`config.mk`:
```
export PLATFORM = sky130hd
export DESIGN_NAME = hazard_scoreboard_flat
export DESIGN_NICKNAME = d
export VERILOG_FILES = /design/src/rtl/hazard_scoreboard_pkg.sv /design/src/rtl/hazard_scoreboard_if.sv /design/src/rtl/hazard_scoreboard_reg_countdown.sv /design/src/rtl/hazard_scoreboard.sv /design/src/flat_wrapper.sv
export SDC_FILE = /design/constraint.sdc
export NUM_CORES = 1
export LEC_CHECK = 0
export ABC_CLOCK_PERIOD_IN_PS = 5600
export BUFFER_PORTS_ARGS = -buffer_cell sky130_fd_sc_hd__buf_2
export CAP_MARGIN = 20
export CORE_MARGIN = 2
export CORE_UTILIZATION = 55
export DETAILED_ROUTE_END_ITERATION = 8
export GPL_ROUTABILITY_DRIVEN = 0
export PLACE_DENSITY = 0.78
export SKIP_LAST_GASP = 1
export SLEW_MARGIN = 20
export SYNTH_ARGS = -nofsm -noshare
export SYNTH_HDL_FRONTEND = slang
export SYNTH_SLANG_ARGS = --single-unit
```
`constraint.sdc`:
```
create_clock -name clk -period 5.6 [get_ports clk]
set_input_delay 1.12 -clock clk [delete_from_list [all_inputs] [get_ports clk]]
set_output_delay 1.12 -clock clk [all_outputs]
set_load 0.005 [all_outputs]
```
`src/rtl/hazard_scoreboard_pkg.sv`:
```
// Shared sizing, types and the latency clamp used by the hazard scoreboard.
package hazard_pkg;

  localparam int NUM_REGS = 16;
  localparam int REG_W    = $clog2(NUM_REGS);
  localparam int NUM_SRC  = 3;
  localparam int MAX_LAT  = 8;
  localparam int LAT_W    = $clog2(MAX_LAT + 1);
  localparam int PC_REG   = 15;
  localparam int STAT_W   = 32;

  typedef logic [LAT_W-1:0] lat_t;
  typedef logic [REG_W-1:0] reg_idx_t;

  // A zero latency is treated as a single-cycle op; anything longer than the
  // slowest unit is clamped so the countdown always fits.
  function automatic lat_t eff_lat(input lat_t lat);
    if (lat == '0) begin
      return lat_t'(1);
    end else if (lat > lat_t'(MAX_LAT)) begin
      return lat_t'(MAX_LAT);
    end else begin
      return lat;
    end
  endfunction

endpackage

```
`src/rtl/hazard_scoreboard_if.sv`:
```
// Decode-side bundle: issue request, source operands, pipeline control back.
interface hazard_scoreboard_if;
  import hazard_pkg::*;

  logic                      issue_valid;
  logic                      issue_we;
  reg_idx_t                  issue_dst;
  lat_t                      issue_lat;
  logic [NUM_SRC*REG_W-1:0]  src_addr;
  logic [NUM_SRC-1:0]        src_used;
  logic                      branch_taken_e;
  logic                      pipe_hold;

  logic                      stall_f;
  logic                      stall_d;
  logic                      flush_d;
  logic                      flush_e;
  logic                      issue_fire;
  logic [NUM_REGS-1:0]       busy_mask;
  logic [STAT_W-1:0]         stall_count;

  // Decode / pipeline control side.
  modport master (
    output issue_valid, issue_we, issue_dst, issue_lat, src_addr, src_used,
           branch_taken_e, pipe_hold,
    input  stall_f, stall_d, flush_d, flush_e, issue_fire, busy_mask, stall_count
  );

  // Scoreboard side.
  modport slave (
    input  issue_valid, issue_we, issue_dst, issue_lat, src_addr, src_used,
           branch_taken_e, pipe_hold,
    output stall_f, stall_d, flush_d, flush_e, issue_fire, busy_mask, stall_count
  );
endinterface

```
`src/rtl/hazard_scoreboard_reg_countdown.sv`:
```
// One pending-write countdown: load on issue, otherwise count down to zero.
module reg_countdown
  import hazard_pkg::*;
(
  input  logic clk,
  input  logic reset,
  input  logic hold_i,
  input  logic load_i,
  input  lat_t load_val_i,
  output lat_t cnt_o,
  output logic busy_o
);

  lat_t cnt_q;
  lat_t cnt_d;

  // Next count: frozen on hold, a new issue beats the decrement.
  always_comb begin
    cnt_d = cnt_q;
    if (!hold_i) begin
      if (load_i) begin
        cnt_d = load_val_i;
      end else if (cnt_q != '0) begin
        cnt_d = cnt_q - lat_t'(1);
      end
    end
  end

  // Count register.
  always_ff @(posedge clk or posedge reset) begin
    if (reset) begin
      cnt_q <= '0;
    end else begin
      cnt_q <= cnt_d;
    end
  end

  assign cnt_o  = cnt_q;
  assign busy_o = (cnt_q != '0);

endmodule

```
`src/rtl/hazard_scoreboard.sv`:
```
// Per-register countdown scoreboard producing stall/flush/issue for decode.
module hazard_scoreboard
  import hazard_pkg::*;
(
  input  logic               clk,
  input  logic               reset,
  hazard_scoreboard_if.slave bus
);

  lat_t                cnt [NUM_REGS];
  logic [NUM_REGS-1:0] busy;
  lat_t                pc_cnt;
  logic                pc_busy;
  lat_t                lat_e;
  logic                raw;
  logic                waw;
  logic                hazard;
  logic                pc_write;
  logic                stall_f;
  logic                stall_d;
  logic                flush_d;
  logic                flush_e;
  logic                fire;
  logic [STAT_W-1:0]   stall_count_q;
  logic [STAT_W-1:0]   stall_count_d;

  assign lat_e = eff_lat(bus.issue_lat);

  // The issue cycle is itself the first latency cycle, so a register is
  // loaded with lat-1: latency 1 leaves nothing pending for the next
  // instruction, latency 2 costs exactly one bubble.
  generate
    for (genvar gi = 0; gi < NUM_REGS; gi++) begin : g_reg
      reg_countdown u_cnt (
        .clk        (clk),
        .reset      (reset),
        .hold_i     (bus.pipe_hold),
        .load_i     (fire && bus.issue_we && (bus.issue_dst == reg_idx_t'(gi))),
        .load_val_i (lat_e - lat_t'(1)),
        .cnt_o      (cnt[gi]),
        .busy_o     (busy[gi])
      );
    end
  endgenerate

  // The PC redirect waits until the new PC has passed writeback (lat + 2).
  // MAX_LAT + 2 must fit in LAT_W bits.
  reg_countdown u_pc_cnt (
    .clk        (clk),
    .reset      (reset),
    .hold_i     (bus.pipe_hold),
    .load_i     (pc_write),
    .load_val_i (lat_e + lat_t'(2)),
    .cnt_o      (pc_cnt),
    .busy_o     (pc_busy)
  );

  // Hazard detection: any used source still pending, or a write that would
  // complete before an older pending write to the same register.
  always_comb begin
    raw = 1'b0;
    for (int i = 0; i < NUM_SRC; i++) begin
      if (bus.src_used[i] && (cnt[bus.src_addr[i*REG_W +: REG_W]] != '0)) begin
        raw = 1'b1;
      end
    end
    waw    = bus.issue_we && (cnt[bus.issue_dst] > lat_e);
    hazard = bus.issue_valid && (raw || waw || pc_busy);
  end

  // Pipeline control by priority: back-end hold, branch squash, hazard
  // bubble, issue; a pending PC write additionally keeps fetch parked and
  // feeds decode bubbles.
  always_comb begin
    stall_f  = 1'b0;
    stall_d  = 1'b0;
    flush_d  = 1'b0;
    flush_e  = 1'b0;
    fire     = 1'b0;
    pc_write = 1'b0;
    if (bus.pipe_hold) begin
      stall_f = 1'b1;
      stall_d = 1'b1;
    end else if (bus.branch_taken_e) begin
      flush_d = 1'b1;
      flush_e = 1'b1;
    end else begin
      if (hazard) begin
        stall_f = 1'b1;
        stall_d = 1'b1;
        flush_e = 1'b1;
      end else begin
        fire = bus.issue_valid;
      end
      pc_write = fire && bus.issue_we && (bus.issue_dst == reg_idx_t'(PC_REG));
      if (pc_busy || pc_write) begin
        stall_f = 1'b1;
        flush_d = 1'b1;
      end
    end
  end

  // Saturating decode-stall statistic.
  always_comb begin
    stall_count_d = stall_count_q;
    if (stall_d && (stall_count_q != '1)) begin
      stall_count_d = stall_count_q + STAT_W'(1);
    end
  end

  // Statistic register.
  always_ff @(posedge clk or posedge reset) begin
    if (reset) begin
      stall_count_q <= '0;
    end else begin
      stall_count_q <= stall_count_d;
    end
  end

  assign bus.stall_f     = stall_f;
  assign bus.stall_d     = stall_d;
  assign bus.flush_d     = flush_d;
  assign bus.flush_e     = flush_e;
  assign bus.issue_fire  = fire;
  assign bus.busy_mask   = busy;
  assign bus.stall_count = stall_count_q;

endmodule

```
`src/flat_wrapper.sv`:
```
// flat-port wrapper written by rule: the top's interface ports become plain ports
module hazard_scoreboard_flat import hazard_pkg::*;
  (clk, reset, bus_issue_valid, bus_issue_we, bus_issue_dst, bus_issue_lat, bus_src_addr, bus_src_used, bus_branch_taken_e, bus_pipe_hold, bus_stall_f, bus_stall_d, bus_flush_d, bus_flush_e, bus_issue_fire, bus_busy_mask, bus_stall_count);
  hazard_scoreboard_if bus_i ();
  input  logic clk;
  input  logic reset;
  input wire logic [$bits(bus_i.issue_valid)-1:0] bus_issue_valid;
  input wire logic [$bits(bus_i.issue_we)-1:0] bus_issue_we;
  input wire logic [$bits(bus_i.issue_dst)-1:0] bus_issue_dst;
  input wire logic [$bits(bus_i.issue_lat)-1:0] bus_issue_lat;
  input wire logic [$bits(bus_i.src_addr)-1:0] bus_src_addr;
  input wire logic [$bits(bus_i.src_used)-1:0] bus_src_used;
  input wire logic [$bits(bus_i.branch_taken_e)-1:0] bus_branch_taken_e;
  input wire logic [$bits(bus_i.pipe_hold)-1:0] bus_pipe_hold;
  output wire logic [$bits(bus_i.stall_f)-1:0] bus_stall_f;
  output wire logic [$bits(bus_i.stall_d)-1:0] bus_stall_d;
  output wire logic [$bits(bus_i.flush_d)-1:0] bus_flush_d;
  output wire logic [$bits(bus_i.flush_e)-1:0] bus_flush_e;
  output wire logic [$bits(bus_i.issue_fire)-1:0] bus_issue_fire;
  output wire logic [$bits(bus_i.busy_mask)-1:0] bus_busy_mask;
  output wire logic [$bits(bus_i.stall_count)-1:0] bus_stall_count;
  assign bus_i.issue_valid = bus_issue_valid;
  assign bus_i.issue_we = bus_issue_we;
  assign bus_i.issue_dst = bus_issue_dst;
  assign bus_i.issue_lat = bus_issue_lat;
  assign bus_i.src_addr = bus_src_addr;
  assign bus_i.src_used = bus_src_used;
  assign bus_i.branch_taken_e = bus_branch_taken_e;
  assign bus_i.pipe_hold = bus_pipe_hold;
  assign bus_stall_f = bus_i.stall_f;
  assign bus_stall_d = bus_i.stall_d;
  assign bus_flush_d = bus_i.flush_d;
  assign bus_flush_e = bus_i.flush_e;
  assign bus_issue_fire = bus_i.issue_fire;
  assign bus_busy_mask = bus_i.busy_mask;
  assign bus_stall_count = bus_i.stall_count;
  hazard_scoreboard u_core (.clk(clk), .reset(reset), .bus(bus_i));
endmodule
```
* Yosys cells after proc, flatten, opt, wreduce, memory -nomap -nowiden
Cells that the tools add are included.
** Operators by class
- Reductions and logical operators :: 84
- $add $sub $neg :: 20
- Bitwise logic cells :: 5
- Order comparisons :: 6
- Mux-type cells :: 69
- Equality and inequality tests :: 16
** Operators by type and width (number)
- 4-bit 2-to-1 mux :: 44
- 4-bit nonzero test :: 20
- 4-bit by 1-bit subtractor with 4-bit output (second input constant) :: 18
- 4-bit binary-select mux with 4-bit select :: 4
- 2-bit AND reduction :: 17
- 2-bit nonzero test :: 17
- 32-bit by 1-bit adder with 32-bit output (second input constant) :: 1
- 4-bit equality test (second input constant) :: 8
- 32-bit != test (second input constant) :: 1
- 1-bit logical AND :: 25
- 1-bit 2-to-1 mux :: 21
- 5-bit greater-or-equal comparator (second input constant) :: 4
- 4-bit inverter with 5-bit output :: 4
- 4-bit by 3-bit equality test with 1-bit output (second input constant) :: 4
- 4-bit by 2-bit equality test with 1-bit output (second input constant) :: 2
- 4-bit logical NOT :: 2
- 4-bit by 2-bit adder with 4-bit output (second input constant) :: 1
- 4-bit by 1-bit equality test with 1-bit output (second input constant) :: 1
- 4-bit greater-than comparator :: 1
- 4-bit greater-than comparator (second input constant) :: 1
- 1-bit logical OR :: 3
- 1-bit inverter :: 1
** Word-level totals
- Logic and storage cells :: 218
- Output and inout bits :: 53
- Bits in registers :: 100

* Depth between registers and ports, before layout
Gate-level depths: netlist of run 1.
- Depth in word-level cells :: 21
- Mapped depth :: 15
- Gate-level depth less buffers :: 10

* Modules after synthesis
A second synthesis of run 1 with hierarchy kept.
** Unflattened totals
- Cells, all modules :: 800
- Area total of the unflattened synthesis :: 7883.8 um^2
** Modules (own cells, without submodules)
- reg_countdown :: area each 285.3 um^2, cells an instance 29, times used 17
- hazard_scoreboard :: area each 3034.2 um^2, cells an instance 307, times used 1

* Worst setup path after synthesis of run 1
No wires, ideal clock.
- Path kind :: input-to-output
- From :: input bus_issue_dst[0]
- To :: output bus_stall_f
- Data required time :: 4480 ps
- Setup slack :: -449 ps
- Stages on the path :: 13
- Data arrival time :: 4929 ps
- Path through :: buf_2 -> buf_1 -> mux4_2 -> mux4_2 -> ha_1 -> nand2_1 -> a221oi_1 -> a2111oi_4 -> a211oi_4 -> buf_4 -> nor3_4 -> o21ai_0 -> o21bai_1
** On the way
- Cells in the longest elaborated chain, start to end :: 18
- Elaborated cells on any way between the ends :: 20
- Those cells by class :: order compare: 1; eq/ne: 1; mux: 10; bitwise: 1; reduce/logical: 7
** RTL lines
- start, declared :: RTL line flat_wrapper.sv:9 : input wire logic [$bits(bus_i.issue_dst)-1:0] bus_issue_dst;
- 4-bit inverter with 5-bit output (not written as such) :: RTL line hazard_scoreboard.sv:67 : waw = bus.issue_we && (cnt[bus.issue_dst] > lat_e);
- 4-bit binary-select mux with 4-bit select :: RTL line hazard_scoreboard.sv:67
- 4-bit 2-to-1 mux (not written as such) (2 in series) :: RTL line hazard_scoreboard.sv:67
- 4-bit greater-than comparator :: RTL line hazard_scoreboard.sv:67
- 1-bit logical AND :: RTL line hazard_scoreboard.sv:67
- 1-bit logical OR (2 in series) :: RTL line hazard_scoreboard.sv:68 : hazard = bus.issue_valid && (raw || waw || pc_busy);
- 1-bit logical AND :: RTL line hazard_scoreboard.sv:68
- 1-bit 2-to-1 mux :: RTL line hazard_scoreboard.sv:88 : if (hazard) begin
- 1-bit 2-to-1 mux :: RTL line hazard_scoreboard.sv:84 : end else if (bus.branch_taken_e) begin
- 1-bit 2-to-1 mux :: RTL line hazard_scoreboard.sv:81 : if (bus.pipe_hold) begin
- 1-bit logical AND (2 in series) :: RTL line hazard_scoreboard.sv:95 : pc_write = fire && bus.issue_we && (bus.issue_dst == reg_idx_t'(PC_REG));
- 1-bit logical OR :: RTL line hazard_scoreboard.sv:96 : if (pc_busy || pc_write) begin
- 1-bit 2-to-1 mux (*) :: RTL line hazard_scoreboard.sv:96
- 1-bit 2-to-1 mux (*) :: RTL line hazard_scoreboard.sv:84
- 1-bit 2-to-1 mux (*) :: RTL line hazard_scoreboard.sv:81
- end, declared :: RTL line flat_wrapper.sv:15 : output wire logic [$bits(bus_i.stall_f)-1:0] bus_stall_f;
Mark *: on every way between the ends. The rest lies on a longest branch, timed or not. The select of a mux whose other input is x is not followed.

* Final worst setup path of run 1
- From :: input bus_issue_dst[0]
- To :: output bus_flush_e
** On the way
- Cells in the longest elaborated chain, start to end :: 12
** RTL lines
- 4-bit inverter with 5-bit output (not written as such) :: RTL line hazard_scoreboard.sv:67
- 4-bit binary-select mux with 4-bit select :: RTL line hazard_scoreboard.sv:67
- 4-bit 2-to-1 mux (not written as such) (2 in series) :: RTL line hazard_scoreboard.sv:67
- 4-bit greater-than comparator :: RTL line hazard_scoreboard.sv:67
- 1-bit logical AND :: RTL line hazard_scoreboard.sv:67
- 1-bit logical OR (2 in series) :: RTL line hazard_scoreboard.sv:68
- 1-bit logical AND :: RTL line hazard_scoreboard.sv:68
- 1-bit 2-to-1 mux :: RTL line hazard_scoreboard.sv:88
- 1-bit 2-to-1 mux :: RTL line hazard_scoreboard.sv:84
- 1-bit 2-to-1 mux :: RTL line hazard_scoreboard.sv:81
- end, declared :: RTL line flat_wrapper.sv:18 : output wire logic [$bits(bus_i.flush_e)-1:0] bus_flush_e;
Every way passes these cells. The select of a mux whose other input is x is not followed.

==> metrics.md, run 1 <==
| Metric | Value |
|---|---|
| Critical Path Source Type | primary input |
| Asr flop ratio synth | 100% |
| Overall Power | 3.16 mW |
| DRC viols | 0 |
| Max Slew Vio Count | 0 |
| First-pass GRT wire length | about 37,000 um |
| Die Ht | around 120 um |
| Worst path cell trace | buf_6, mux4_2, mux4_2, ha_1, nand2_1, nor3_1, a2111oi_4, a211oi_4, or3_1, buf_4, a21oi_1, nor2_1, buf_2 |
| WP data arrival | around 4300 ps |
| Final Hold Viols | 0 |
| Seq/Total Area, Yosys | 31.1% |
| Routed WL | 22,100 um |
| Place WS | -99.8 ps |
| CTS clock-pin slew for the worst setup and hold paths | 60 ps |
| Most frequent cells in the layout | dfrtp_1 (100), nand2_1 (87), buf_2 (80) |
| Yosys reg bits | 100 |
| Crit path max fanout | 27 |
| Setup violators final | 0 |
| Clock Tree Root | clkbuf_16 |
| Normalized max-slew margin | between 20% and 30% |
| Hold WS | 483 ps |
| Top_reg_cell synth | dfrtp_1 |
| Tcrit/Tclk final | 96.6% |
| Die ar. | 15,600 um2 |
| Most common cell after layout, fill and taps aside | dfrtp_1 |
| Clock Latency Late Sink | roughly 370 ps |
| P&R area growth vs syn | 10.2% |
| Final setup skew | 12.0 ps |
| NumNets Final | 1,023 |
| EDFF count, synth | 0 |
| Peak supply drop | 241 uV |
| Critical path class | primary input to output pin |
| Postcts setup bufs | 0 |
| RSZ-0062 raised after global routing | no |
| Post-synthesis compound-gate area fraction | about 15% |
| CTS tree | yes |
| Vias post-DR | ~7,500 |
| DP Wirelength | between 15,000 and 20,000 um |
| Syn avg cell area | between 8 and 9 um2 |
| Antenna-violating nets left | 0 |
| Buf+Inv Stages, Crit Path | 3 |
| CTS Buf Count | 9 |
| Post-route cell area | between 8000 and 9000 um2 |
| Largest net degree at the start of global routing | a little over 60 |
| Status | complete, no violations |
| Post-CTS Hold Fix Bufs | 0 |
| Main combinational cell family by area after synthesis | simple AND/OR/NAND/NOR gates |
| Gr usage total | 28.9% |
| Hold path start | u_core.bus.stall_count[24] |
| Xor/xnor share of the synthesized area | between 4 and 5% |
| PwrDens | 356 nW/um2 |
| Port buffer count | 81 |
| Setup crit end kind | output pin |
| Max-Cap Viols | 0 |
| Syn nets | 973 |
| Worst-Margin Slew | approximately 1100 ps |
| Placement Rows | 44 |
| Starting density of the core | 55.7% |
| DP Area | 8530 um2 |
| Crit path top cell by count | mux4_2 |
| H-tree depth | 3 |
| DR vias/cell | 6.58 |
| Initial antenna violation count | 1 |
| I/O Pins | 82 |
| GRT overflow | 0 |
| Per-cell routed wire length | 19.4 um |
| Mapped Area | about 8000 um2 |
| Layout cells sized above 1 | about 18% |
| Vias in the first global route | just over 7,000 |
| Post-Synth Simple-Gate Area | 27.8% |
| Final setup margin | 191 ps |
| Fmax | 0.185 GHz |
| Clock Path Buffers | 2 |
| Fin Setup TNS | 0 ps |
| HP Class | flip-flop to flip-flop |
| Post-synthesis mux area share | 9.06% |
| YS warnings | 0 |
| Core ar. | 14,400 um2 |
| Delay-heaviest family, CP | multiplexers |
| Final min period | 5410 ps |
| Adder-cell share of the synthesized area | 6.38% |
| FF-to-FF Start | u_core.g_reg[13].u_cnt.cnt_o[2] |
| CP peak stage delay | ~520 ps |
| Static leakage | 3.72 nW |
| Crit. Startpoint | bus_issue_dst[0] |
| Cells after Synth | ~900 |
| TritonRoute pass-1 iters | 6 |
| Distinct cells, synth | 64 |
| Worst EP required | approximately 4500 ps |
| Die span in x | ~120 um |
| TritonCTS Sinks | 100 |
| Violation count after the first detailed-route iteration | 660 |
| Slowest CP cell | mux4_2 |
==> cell type report <==
class	instances	area [um2]
multi-input combinational	690	5050
fill	1270	5570
clock buffer	9	225
antenna	1	2.50
timing repair buffer	99	563
clock inverter	6	77.6
tap	184	230
inverter	53	201
sequential	100	2500
==> power breakdown <==
part | leakage (nW) | switching (mW) | internal [mW]
Combinational | 2.49 | 0.593 | 0.569
Clock | 0.146 | 0.311 | 0.354
Sequential | 1.08 | 0.377 | 0.951
Total | 3.72 | 1.28 | 1.87
==> worst reg2reg max path, stage by stage, from the launching register on <==
cell       delay, ps
dfrtp_1          490
mux4_2           490
mux4_2           490
ha_1             320
nand2_1           90
nor3_1           340
a2111oi_4        100
a211oi_4         240
buf_6            300
nor4_2           100
buf_4            240
or2_2            350
mux2_2           280
==> registers in the layout, indices dropped and copies added (netlist names) <==
name,flops
u_core.g.u_cnt.cnt_o,64
u_core.bus.stall_count,32
u_core.u_pc_cnt.cnt_o,4
==> metrics by stage <==
stage | utilization, % | cells
3_3_place_gp | 59.1 | 1126
3_5_place_dp | 59.1 | 1126
4_1_cts | 61.3 | 1141
2_1_floorplan | - | 903
6_report | 61.4 | 1142
5_1_grt | 61.4 | 1142
==> repair_timing <==
| item | 4_1_cts | 5_1_grt |
|---|---|---|
| gates resized for setup | 2 | 2 |
| pin swaps | 0 | 1 |
| endpoints found under the setup margin | 4 | 5 |
==> per-layer routing <==
layer	wire length (um)	vias to the layer above	GRT usage, %	share of wire [%]
met5	0	-	0	0
met1	8910	3599	37.5	40
met2	10300	410	45.9	46
met3	2140	65	6.57	9.7
li1	-	3442	-	-
met4	795	0	13.7	3.6
==> worst paths after layout <==
kind                                                   to  slack, ps  depth (start not counted)
min reg2reg                    u_core.bus.stall_count[24]        480                          1
min in group asynchronous  u_core.g_reg[1].u_cnt.cnt_o[1]        870                          2
max in group asynchronous        u_core.u_pc_cnt.cnt_o[3]       3640                          3
max reg2reg                     u_core.bus.stall_count[1]       1680                         12
max                                           bus_flush_e        190                         13
min                            u_core.bus.stall_count[24]        480                          1
==> logic make-up after synthesis <==
| logic type | count (synthesis) |
|---|---|
| and+or+nand+nor | 410 |
| muxes | 40 |
| buffers and inverters | 113 |
| AOI/OAI and AO/OA | 162 |
| xor gates and xnor gates | 37 |
| DFF | 100 |
| adders and majority gates | 41 |
==> cells in the mapped netlist, types with 10 or more instances <==
cell | number | area share [%]
dfrtp_1 | 100 | 31
nand2_1 | 87 | 4.1
nor2_1 | 69 | 3.2
nand3_1 | 66 | 4.1
inv_1 | 52 | 2.4
nor3_1 | 44 | 2.7
ha_1 | 41 | 6.4
a21oi_1 | 40 | 2.5
xor2_1 | 29 | 3.2
clkbuf_1 | 28 | 1.3
and3_1 | 26 | 2.0
mux4_2 | 26 | 7.3
o22ai_1 | 26 | 2.0
nand2b_1 | 22 | 1.7
nor4_1 | 19 | 1.5
o211a_1 | 19 | 2.4
buf_4 | 18 | 1.7
a221o_1 | 17 | 2.1
nor2b_1 | 13 | 1.0
mux2i_1 | 12 | 1.5
o21ai_0 | 10 | 0.62
or4_1 | 10 | 0.93
(Power assumes the default switching activity.)
==> run 2: changes to the inputs <==
--- a/config.mk
+++ b/config.mk
@@ -13,6 +13,7 @@
 export DETAILED_ROUTE_END_ITERATION = 8
 export GPL_ROUTABILITY_DRIVEN = 0
 export PLACE_DENSITY = 0.78
+export SETUP_SLACK_MARGIN = 0.5
 export SKIP_LAST_GASP = 1
 export SLEW_MARGIN = 20
 export SYNTH_ARGS = -nofsm -noshare
==> run 2 against run 1 <==
Sequential share of layout area down 0.46 points. Clock-buffer cell count up 1. Routed wire length rose by 3.1%. Die area unchanged. Setup slack better by 190 ps. Sequential cell count unchanged. Maximum frequency is 3.7% higher. First-iteration DRC count up 44%. Power rose by 0.58%. Largest cell class unchanged. Largest power group unchanged.
==> metrics.md, run 2 (synthesis gave the netlist of run 1 again) <==
| Metric | Value |
|---|---|
| Int Pwr | 1.86 mW (was 1.87 mW) |
| Met2 wire length | 10,300 um (about the same) |
| Violation count after the first detailed-route iteration | 948 (was 660) |
| Final setup skew | 7.06 ps (was 12.0 ps) |
| Starting density of the core | 55.7% (unchanged) |
| Layout cells sized above 1 | 19.2% (was 17.6%) |
| Fin Setup TNS | 0 ps (unchanged) |
| Crit path max fanout | 7 (was 27) |
| DRC viols | 0 (unchanged) |
| Final Hold Viols | 0 (unchanged) |
| Ant diodes | 0 (was 1) |
| Most frequent cells in the layout | dfrtp_1 (100), nand2_1 (86), buf_2 (79) (was dfrtp_1 (100), nand2_1 (87), buf_2 (80)) |
| NumNets Final | 1,030 (was 1,023) |
| Core ar. | 14,400 um2 (unchanged) |
| Antenna-violating nets left | 0 (unchanged) |
| Gr usage total | 29.3% (was 28.9%) |
| Critical path class | primary input to output pin (unchanged) |
| TritonRoute pass-1 iters | 5 (was 6) |
| Initial antenna violation count | 0 (was 1) |
| Worst EP required | 4480 ps (about the same) |
| Clock Latency Late Sink | 360 ps (was 370 ps) |
| Hold path start | u_core.bus.stall_count[7] (was u_core.bus.stall_count[24]) |
| Die span in x | 125 um (unchanged) |
| Clock Tree Root | clkbuf_16 (unchanged) |
| Vias post-DR | 7,430 (was 7,516) |
| CTS clock-pin slew for the worst setup and hold paths | 70 ps (was 60 ps) |
| Reg2reg path depth | 12 (unchanged) |
| Hold WS | 488 ps (was 483 ps) |
| DR WL met3 | 2240 um (was 2140 um) |
| PwrDens | 353 nW/um2 (was 356 nW/um2) |
| Static leakage | 3.78 nW (was 3.72 nW) |
| RR Endpoint | u_core.g_reg[14].u_cnt.cnt_o[0] (was u_core.bus.stall_count[1]) |
| Tcrit/Tclk final | 93.2% (was 96.6%) |
| P_sw | 1.32 mW (was 1.28 mW) |
| Max Slew Vio Count | 0 (unchanged) |
| Placed Cells | 1,125 (was 1,126) |
| GRT overflow | 0 (unchanged) |
| Hold EP | u_core.bus.stall_count[7] (was u_core.bus.stall_count[24]) |
| Max-Cap Viols | 0 (unchanged) |
| Final std cells w/o fill | 1,149 (was 1,142) |
| HP Class | flip-flop to flip-flop (unchanged) |
| Critical Path Source Type | primary input (unchanged) |
| FF-to-FF setup slack | 1700 ps (was 1680 ps) |
| Status | complete, no violations (unchanged) |
| RSZ-0062 raised after global routing | yes (was no) |
| CTS Buf Count | 9 (unchanged) |
| Final setup margin | 383 ps (was 191 ps) |
| Peak supply drop | 238 uV (was 241 uV) |
| Normalized max-slew margin | 29.0% (was 22.9%) |
| Placement Rows | 44 (unchanged) |
| Routed WL | 22,800 um (was 22,100 um) |
| Reg power frac | 42.3% (was 42.1%) |
| Die Ht | 125 um (unchanged) |
| WHS Path Cells | 1 (unchanged) |
| Vias in the first global route | 6,987 (was 7,152) |
| Worst-Margin Slew | 1060 ps (was 1150 ps) |
| TritonCTS Sinks | 100 (unchanged) |
| Number of flip-flops under the largest register name | 64 (unchanged) |
| FF-to-FF Start | u_core.g_reg[13].u_cnt.cnt_o[2] (unchanged) |
| Largest net degree at the start of global routing | 71 (was 62) |
| Setup violators final | 0 (unchanged) |
| Switch share | 41.5% (was 40.6%) |
| Setup crit end kind | output pin (unchanged) |
| Clock Path Buffers | 2 (unchanged) |
| Most common cell after layout, fill and taps aside | dfrtp_1 (unchanged) |
| First-pass GRT wire length | 36,700 um (was 36,500 um) |
| WP data arrival | 4100 ps (was 4290 ps) |
| Fmax | 0.192 GHz (was 0.185 GHz) |
| H-tree depth | 3 (unchanged) |
| DP Wirelength | 15,800 um (was 15,600 um) |
| Top layer reached by signal wires | met4 (unchanged) |
| I/O Pins | 82 (unchanged) |
| Clock share of power | 19.7% (was 21.1%) |
| Place WS | 8.44 ps (was -99.8 ps) |
| P&R area growth vs syn | 12.0% (was 10.2%) |
| CTS tree | yes (unchanged) |
| Combinational power share | 38.0% (was 36.8%) |
| Final min period | 5220 ps (was 5410 ps) |
| Per-cell routed wire length | 19.9 um (was 19.4 um) |
| Layout fillers | 1,236 (was 1,270) |
| Post-Route M1 WL | 9280 um (was 8910 um) |
| Port buffer count | 81 (unchanged) |
| Die ar. | 15,600 um2 (unchanged) |
| DR vias/cell | 6.47 (was 6.58) |
run 2: changes by cell type in the layout (fill, tap and decap cells not counted), moves of 2 or more:
| cell | previous run | this run |
|---|---|---|
| a21oi_2 | 1 | 3 |
| ha_4 | 0 | 3 |
| clkinv_4 | 0 | 2 |
| a21oi_1 | 39 | 37 |
| buf_4 | 16 | 21 |
| ha_1 | 41 | 38 |
| buf_16 | 0 | 2 |
run 2: worst max-delay path: stages:
cell	delay (ps)
buf_16	100
mux4_2	510
mux4_2	520
ha_4	270
nand2_4	80
nor3_4	50
a2111oi_4	350
a211oi_4	90
or3_4	350
o31a_1	300
a21oi_2	200
buf_2	150
run 2: cell type report:
cell class,instances,area [um2],share of cell area [%]
multi-input combinational,690,5120,56.9
tap,184,230,2.56
inverter,53,201,2.24
sequential,100,2500,27.8
clock buffer,10,229,2.54
timing repair buffer,106,659,7.32
clock inverter,6,56.3,0.625
run 2: worst max-delay path by stage:
stage	start	to	slack, ps	cells past startpoint
after floorplan	bus_issue_dst[0]	bus_stall_f	460	13
after global placement	bus_issue_dst[0]	bus_stall_f	80	13
after detailed placement	bus_issue_dst[0]	bus_stall_f	8	13
after CTS	bus_issue_dst[0]	bus_stall_f	400	13
after global routing	bus_issue_dst[0]	bus_flush_d	350	13
final	bus_issue_dst[0]	bus_flush_d	380	12
run 2: stage by stage:
stage	util [%]	cell area, um2	total power [mW]
after floorplan	-	8150	2.12
after global placement	59.3	8560	2.44
after detailed placement	59.3	8560	2.49
after CTS	62.1	8950	3.13
after global routing	62.4	9000	3.38
final	62.4	9000	3.17
run 2: what timing repair did:
| item | in CTS | in global routing |
|---|---|---|
| setup buffers | 4 | 2 |
| hold buffers | 0 | 0 |
| pin swaps | 0 | 1 |
| cloned | 1 | 0 |
| resized for setup | 13 | 6 |
| endpoints found under the setup margin | 5 | 5 |
run 2: power by group through the flow:
| stage | Sequential [mW] | Clock (mW) | Combinational [mW] |
|---|---|---|---|
| 5_1_grt | 1.37 | 0.665 | 1.34 |
| 3_3_place_gp | 1.33 | 0 | 1.12 |
| 2_1_floorplan | 1.20 | 0 | 0.917 |
| 4_1_cts | 1.32 | 0.634 | 1.18 |
| 3_5_place_dp | 1.33 | 0 | 1.16 |
| 6_report | 1.34 | 0.625 | 1.21 |
run 2: layer usage:
layer  vias to the layer above  GRT usage (%)
li1                       3445              -
met3                        77           8.55
met5                         -              0
met4                         0           13.1
met2                       368           45.5
met1                      3540           38.2
